==> config.mk <==
export PLATFORM = sky130hd
export DESIGN_NAME = adder_pipelined
export DESIGN_NICKNAME = d
export VERILOG_FILES = /design/src/rtl/adder_pipelined.sv
export SDC_FILE = /design/constraint.sdc
export NUM_CORES = 2
export LEC_CHECK = 0
export CORE_AREA = 2 2 410 371
export CTS_BUF_LIST = sky130_fd_sc_hd__clkbuf_8
export CTS_CLUSTER_DIAMETER = 30
export CTS_CLUSTER_SIZE = 16
export DETAILED_ROUTE_END_ITERATION = 7
export DIE_AREA = 0 0 412 373
export PLACE_DENSITY = 0.5
export SLEW_MARGIN = 10
export SYNTH_ARGS = -nofsm -noshare
export SYNTH_HDL_FRONTEND = slang
export SYNTH_SLANG_ARGS = --single-unit
==> constraint.sdc <==
create_clock -name clk -period 8.7 [get_ports clk]
set_input_delay 1.74 -clock clk [delete_from_list [all_inputs] [get_ports clk]]
set_output_delay 1.74 -clock clk [all_outputs]
set_load 0.03 [all_outputs]
==> src/rtl/adder_pipelined.sv <==
// adder_pipelined: streaming WIDTH-bit adder whose carry chain is cut into STAGES registered segments.
// Define ADDER_PIPE_SUB_EN to add the `sub` port and the a + ~b + 1 subtraction mode.
module adder_pipelined #(
    parameter int WIDTH  = 135,
    parameter int STAGES = 4
) (
    input  logic             clk,
    input  logic             rst_n,
    input  logic             in_valid,
    output logic             in_ready,
    input  logic [WIDTH-1:0] a,
    input  logic [WIDTH-1:0] b,
`ifdef ADDER_PIPE_SUB_EN
    input  logic             sub,
`endif
    output logic             out_valid,
    input  logic             out_ready,
    output logic [WIDTH:0]   sum
);
    localparam int SEG  = (WIDTH + STAGES - 1) / STAGES;
    localparam int LO_F = (STAGES - 1) * SEG;
    localparam int LAST = WIDTH - LO_F;

    logic           en_s;
    logic           sub_s;
    logic [WIDTH:0] sum_q, sum_d;
    logic           out_valid_q, out_valid_d;
    logic [LAST:0]  seg_f_s;

    assign en_s     = ~out_valid_q | out_ready;
    assign in_ready = en_s;
`ifdef ADDER_PIPE_SUB_EN
    assign sub_s    = sub;
`else
    assign sub_s    = 1'b0;
`endif

    // Level k holds the operands after k adder stages: a_q keeps resolved sum bits in
    // its low k*SEG bits, b_q keeps only the not-yet-consumed upper operand bits.
    genvar k;
    generate
        for (k = 0; k < STAGES; k++) begin : g_lvl
            localparam int BW = WIDTH - k * SEG;
            logic [WIDTH-1:0] a_q, a_d;
            logic [BW-1:0]    b_q, b_d;
            logic             c_q, c_d;
            logic             v_q, v_d;

            if (k == 0) begin : g_in
                // Input register: subtraction is folded in as inverted b with carry-in 1.
                always_comb begin
                    a_d = a_q;
                    b_d = b_q;
                    c_d = c_q;
                    v_d = v_q;
                    if (en_s) begin
                        a_d = a;
                        b_d = sub_s ? ~b : b;
                        c_d = sub_s;
                        v_d = in_valid;
                    end else begin
                        a_d = a_q;
                    end
                end
            end else begin : g_add
                localparam int LO  = (k - 1) * SEG;
                localparam int BWP = WIDTH - (k - 1) * SEG;
                logic [SEG:0] seg_s;

                assign seg_s = {1'b0, g_lvl[k-1].a_q[LO +: SEG]}
                             + {1'b0, g_lvl[k-1].b_q[SEG-1:0]}
                             + {{SEG{1'b0}}, g_lvl[k-1].c_q};

                // Resolve one segment and shift the remaining b operand down.
                always_comb begin
                    a_d = a_q;
                    b_d = b_q;
                    c_d = c_q;
                    v_d = v_q;
                    if (en_s) begin
                        a_d              = g_lvl[k-1].a_q;
                        a_d[LO +: SEG]   = seg_s[SEG-1:0];
                        b_d              = g_lvl[k-1].b_q[BWP-1:SEG];
                        c_d              = seg_s[SEG];
                        v_d              = g_lvl[k-1].v_q;
                    end else begin
                        a_d = a_q;
                    end
                end
            end

            // Level state register; everything clears so no stale result survives reset.
            always_ff @(posedge clk or negedge rst_n) begin
                if (!rst_n) begin
                    a_q <= {WIDTH{1'b0}};
                    b_q <= {BW{1'b0}};
                    c_q <= 1'b0;
                    v_q <= 1'b0;
                end else begin
                    a_q <= a_d;
                    b_q <= b_d;
                    c_q <= c_d;
                    v_q <= v_d;
                end
            end
        end
    endgenerate

    assign seg_f_s = {1'b0, g_lvl[STAGES-1].a_q[WIDTH-1:LO_F]}
                   + {1'b0, g_lvl[STAGES-1].b_q}
                   + {{LAST{1'b0}}, g_lvl[STAGES-1].c_q};

    // Last segment; its carry-out lands directly in sum[WIDTH].
    always_comb begin
        sum_d       = sum_q;
        out_valid_d = out_valid_q;
        if (en_s) begin
            sum_d             = {1'b0, g_lvl[STAGES-1].a_q};
            sum_d[WIDTH:LO_F] = seg_f_s;
            out_valid_d       = g_lvl[STAGES-1].v_q;
        end else begin
            sum_d       = sum_q;
            out_valid_d = out_valid_q;
        end
    end

    // Output register.
    always_ff @(posedge clk or negedge rst_n) begin
        if (!rst_n) begin
            sum_q       <= {(WIDTH + 1){1'b0}};
            out_valid_q <= 1'b0;
        end else begin
            sum_q       <= sum_d;
            out_valid_q <= out_valid_d;
        end
    end

    assign sum       = sum_q;
    assign out_valid = out_valid_q;

endmodule

# After elaboration in Yosys (flattened, before gate mapping)
# Index checks and enable logic that the tools add are counted.
[word_totals]
latchBits = 0
out_inout_bits = 138
ff_bits = 1020
input_bits = 274
ram_bits = 0
mem_bits_ro = 0
memories = 0
elab_cells = 26
[classes]
n_bitwise = 2
n_eq_ne = 0
add_sub_neg = 7
mul = 0
reduce_logical = 0
shift = 0
div = 0
magnitude_cmp = 0
muxes = 0
[ops]
columns = ["cell", "count"]
rows = [
  ["34-bit by 34-bit adder with 35-bit output", 3],
  ["35-bit by 1-bit adder with 35-bit output", 2],
  ["33-bit by 33-bit adder with 34-bit output", 1],
  ["34-bit by 1-bit adder with 34-bit output", 1],
  ["1-bit NOT", 1],
  ["1-bit bitwise OR", 1],
]

# Depth between registers and ports, before layout
[logic_depth]
ltp_word = 2
mapped_depth = 12
mapped_depth_nobuf = 12

# Least setup slack after synthesis
# Ideal clock, no wire load.
[synth_path]
kind = "input -> output"
start = "input port out_ready"
end = "output port in_ready"
setup_slack_ns = 3.904
stages = 6
arrival_time_ns = 3.056
n_path_buf = 4
required_ns = 6.960
path_cell_list = "nor2b_1 > clkbuf_1 > inv_2 > clkbuf_1 > clkbuf_1 > clkbuf_1"
[synth_between]
elab_chain_cells = 1
[synth_lines]
columns = ["element", "line", "source"]
rows = [
  ["start, declared", "17", "input logic out_ready,"],
  ["1-bit bitwise OR", "30", "assign en_s = ~out_valid_q | out_ready;"],
  ["end, declared", "10", "output logic in_ready,"],
]
# Every way passes these cells.

# Final worst setup path
# Same ends and word-level chain as after synthesis.

==> run_results.csv <==
group,metric,value,unit
die,dieHeight,373,µm
global_route,overflow,0,
worst_setup_path,rr_worst_depth,5,
die,fp-row-count,135,
synth,yosysSeqAreaShare,0.5731,
outcome,status,"finished, final reports clean",
timing,timing.hold.ws,427.8,ps
global_route,antenna_found_initial,12,
worst_setup_path,reg2reg_from,"out_valid",
detailed_routing,vias_per_cell,4.458,
synth,async_reset_ff_frac,1.000,
timing,skew,48.77,ps
timing,period_needed,5715,ps
synth,yosysMostFrequentCell,"nand2_1",
timing,tightestPinTransition,1094,ps
die,num_io_pins,412,
worst_setup_path,crit_required,6960,ps
timing,max_freq,175.0,MHz
detailed_routing,vias,34766,
cells_and_area,fillCellCount,15537,
flow_run,cap_violations,0,
synth,ys_ff_latch,1020,
timing,setup_viol,0,
min_path,hold_path.class,"reg -> reg",
cells_and_area,fin_util,0.3778,
detailed_routing,wl,117700,µm
global_route,grtUsageTotal,0.1534,
clock_network,cts_made_buffers,275,
synth,syn_area_per_cell,8.639,µm²
placed_design,numPortBuffers,411,
placed_design,dp.final_hpwl,78160,µm
detailed_routing,drc,0,
placed_design,place_congestion,0.8153,
clock_network,worstSkewPairLatency,970,ps
worst_setup_path,cp_max_fo,51,
worst_setup_path,cp-endpoint,"in_ready",
clock_network,htreeDepth,5,
synth,yosys-top-cells-area,"dfrtp_1 57%, nand2_1 23%, ha_1 3.7%",
synth,syn_area,44540,µm²
clock_network,holdBufCountCts,0,
worst_setup_path,crit_start,"out_ready",
die,fp.dieW,412,µm
worst_setup_path,r2r_setup_slack,4870,ps
pwr,p_leak,28.64,nW
clock_network,path_clk_slew,50,ps
cells_and_area,finalNetCount,6033,
detailed_routing,drt_pass1_iterations,5,
synth,synth_enable_flop_cells,0,
clock_network,ctsResizeCount,0,
synth,synth-warning-count,0,
synth,synth_top_cell_area_share,0.5731,
die,start_util,0.2976,
worst_setup_path,crit_arrival,3970,ps
cells_and_area,areaGrowthSynthToFinish,26.95,%
clock_network,root_buffer,"clkbuf_8",
clock_network,clockBufferDepth,4,
synth,yosysTopAreaCell,"dfrtp_1",
synth,yosys-top-cells-count,"2751 x nand2_1, 1020 x dfrtp_1, 238 x clkbuf_1",
synth,syn_inst,5156,
worst_setup_path,startpoint_type,"input pin",
timing,hold_viol_final,0,
worst_setup_path,end_kind,"primary output",
detailed_routing,drt_iter0_drc,2422,
timing,setup_tns,0,ps
pwr,powerDensity,419.5,nW/µm²
detailed_routing,wl_per_cell,15.09,µm
timing,fin_ws,2985,ps
synth,synth_flop_cell,"dfrtp_1",
worst_setup_path,path_class,"in -> out",
placed_design,post-place-ws,2922,ps
die,core,149700,µm²
die,die_area,153700,µm²
timing,maxSlewViolCount,0,
pwr,vdd_drop_max,0.2730,mV
cells_and_area,drive_gt1_frac,0.08335,
timing,rsz0062_at_grt,"no",
timing,max_slew_margin,0.2706,
clock_network,clock_sinks,1020,
global_route,grt_max_degree,224,
global_route,grt_first_pass_wirelength,189500,µm
detailed_routing,ant_nets,0,
clock_network,cts_tree,"done",
synth,ys_types,71,
clock_network,cts_setup_buffers,0,
global_route,grt_pass1_vias,35043,
worst_setup_path,reg2reg_to,"sum[117]",
synth,synth.net_count,5569,
timing,period_share,0.6569,
==> kinds of logic (layout without fill, tap and decap cells) <==
logic type      after synthesis  in the layout  synth area share
flops                      1020           1020            0.5731
buf+inv                     291            942           0.02452
other cells                   0              6                 0
simple gates               3069           3069            0.2665
fa+ha+maj                   139            139           0.04023
compound gates              519            519           0.07228
xor+xnor                    113            113           0.02222
mux                           5              5          0.001152
==> worst max-delay path, cell delays in order <==
cell and delay [ps]:
clkdlybuf4s50_1 440, nor2b_4 700, inv_8 310, clkdlybuf4s50_1 710
==> registers in the layout (all words and copies together) (netlist names) <==
register / cells
g_lvl.c_q: 3
sum: 136
g_lvl.a_q: 540
g_lvl.v_q: 4
out_valid: 1
g_lvl.b_q: 336
==> worst min-delay path by stage <==
stage	start	end	slack, ps	cells after the start
global route	g_lvl[1].b_q[87]	g_lvl[2].b_q[53]	470	2
detailed placement	g_lvl[0].a_q[85]	g_lvl[1].a_q[85]	450	2
global placement	sum[8]	sum[8]	450	2
floorplan	g_lvl[3].v_q	g_lvl[3].v_q	430	2
CTS	g_lvl[0].a_q[53]	g_lvl[1].a_q[53]	430	2
finish	g_lvl[0].a_q[53]	g_lvl[1].a_q[53]	430	2
==> area by class of cell <==
class	instances	area (µm²)	share of cell area
flip-flops and latches	1020	25520	0.4514
diodes	6	15.01	0.0002655
well taps	1986	2485	0.04395
repair buffers	441	4457	0.07882
inverters	37	146.4	0.002589
clock buffers	326	4487	0.07935
clock inverters	138	1498	0.02649
multi-input cells	3845	17930	0.3171
==> layer usage <==
| metal | GRT usage | wire [µm] | up-vias |
|---|---|---|---|
| li1 | - | - | 17399 |
| met1 | 0.2100 | 55690 | 16404 |
| met2 | 0.2290 | 51730 | 677 |
| met3 | 0.04283 | 6758 | 274 |
| met4 | 0.05839 | 3450 | 12 |
| met5 | 0 | 78 | - |
==> cells in the final DEF (no fill, tap or decap), types with 13 or more instances in the layout <==
| cell | Yosys | final |
|---|---|---|
| buf_4 | 0 | 21 |
| o21a_1 | 13 | 13 |
| xnor2_1 | 59 | 59 |
| a21o_1 | 73 | 73 |
| nand2_1 | 2751 | 2751 |
| nand2b_1 | 15 | 15 |
| nor2_1 | 168 | 168 |
| nand3_1 | 25 | 25 |
| dfrtp_1 | 1020 | 1020 |
| clkbuf_8 | 0 | 326 |
| a211oi_1 | 14 | 14 |
| inv_1 | 36 | 71 |
| a21oi_1 | 207 | 207 |
| nor3_1 | 21 | 21 |
| bufinv_16 | 0 | 30 |
| nand4_1 | 21 | 21 |
| clkinvlp_4 | 0 | 22 |
| clkdlybuf4s50_1 | 0 | 410 |
| ha_1 | 132 | 132 |
| xor2_1 | 54 | 54 |
| clkinv_2 | 0 | 39 |
| o21ai_0 | 112 | 112 |
| a31oi_1 | 15 | 15 |
==> per-stage QoR <==
stage / std cells / power [mW] / area, µm²
floorplan: 5156 / 14.17 / 44540
global placement: 7329 / 17.11 / 50540
detailed placement: 7329 / 17.22 / 50540
CTS: 7793 / 24.17 / 56530
global route: 7797 / 25.69 / 56540
finish: 7799 / 23.72 / 56540
==> where the power goes <==
part | internal, mW | switching, mW | leakage, nW
logic | 3.43 | 5.49 | 13.2
registers | 6.85 | 1.23 | 12.3
clock network | 4.29 | 2.44 | 3.16
Power figures use the tool's default switching activity.
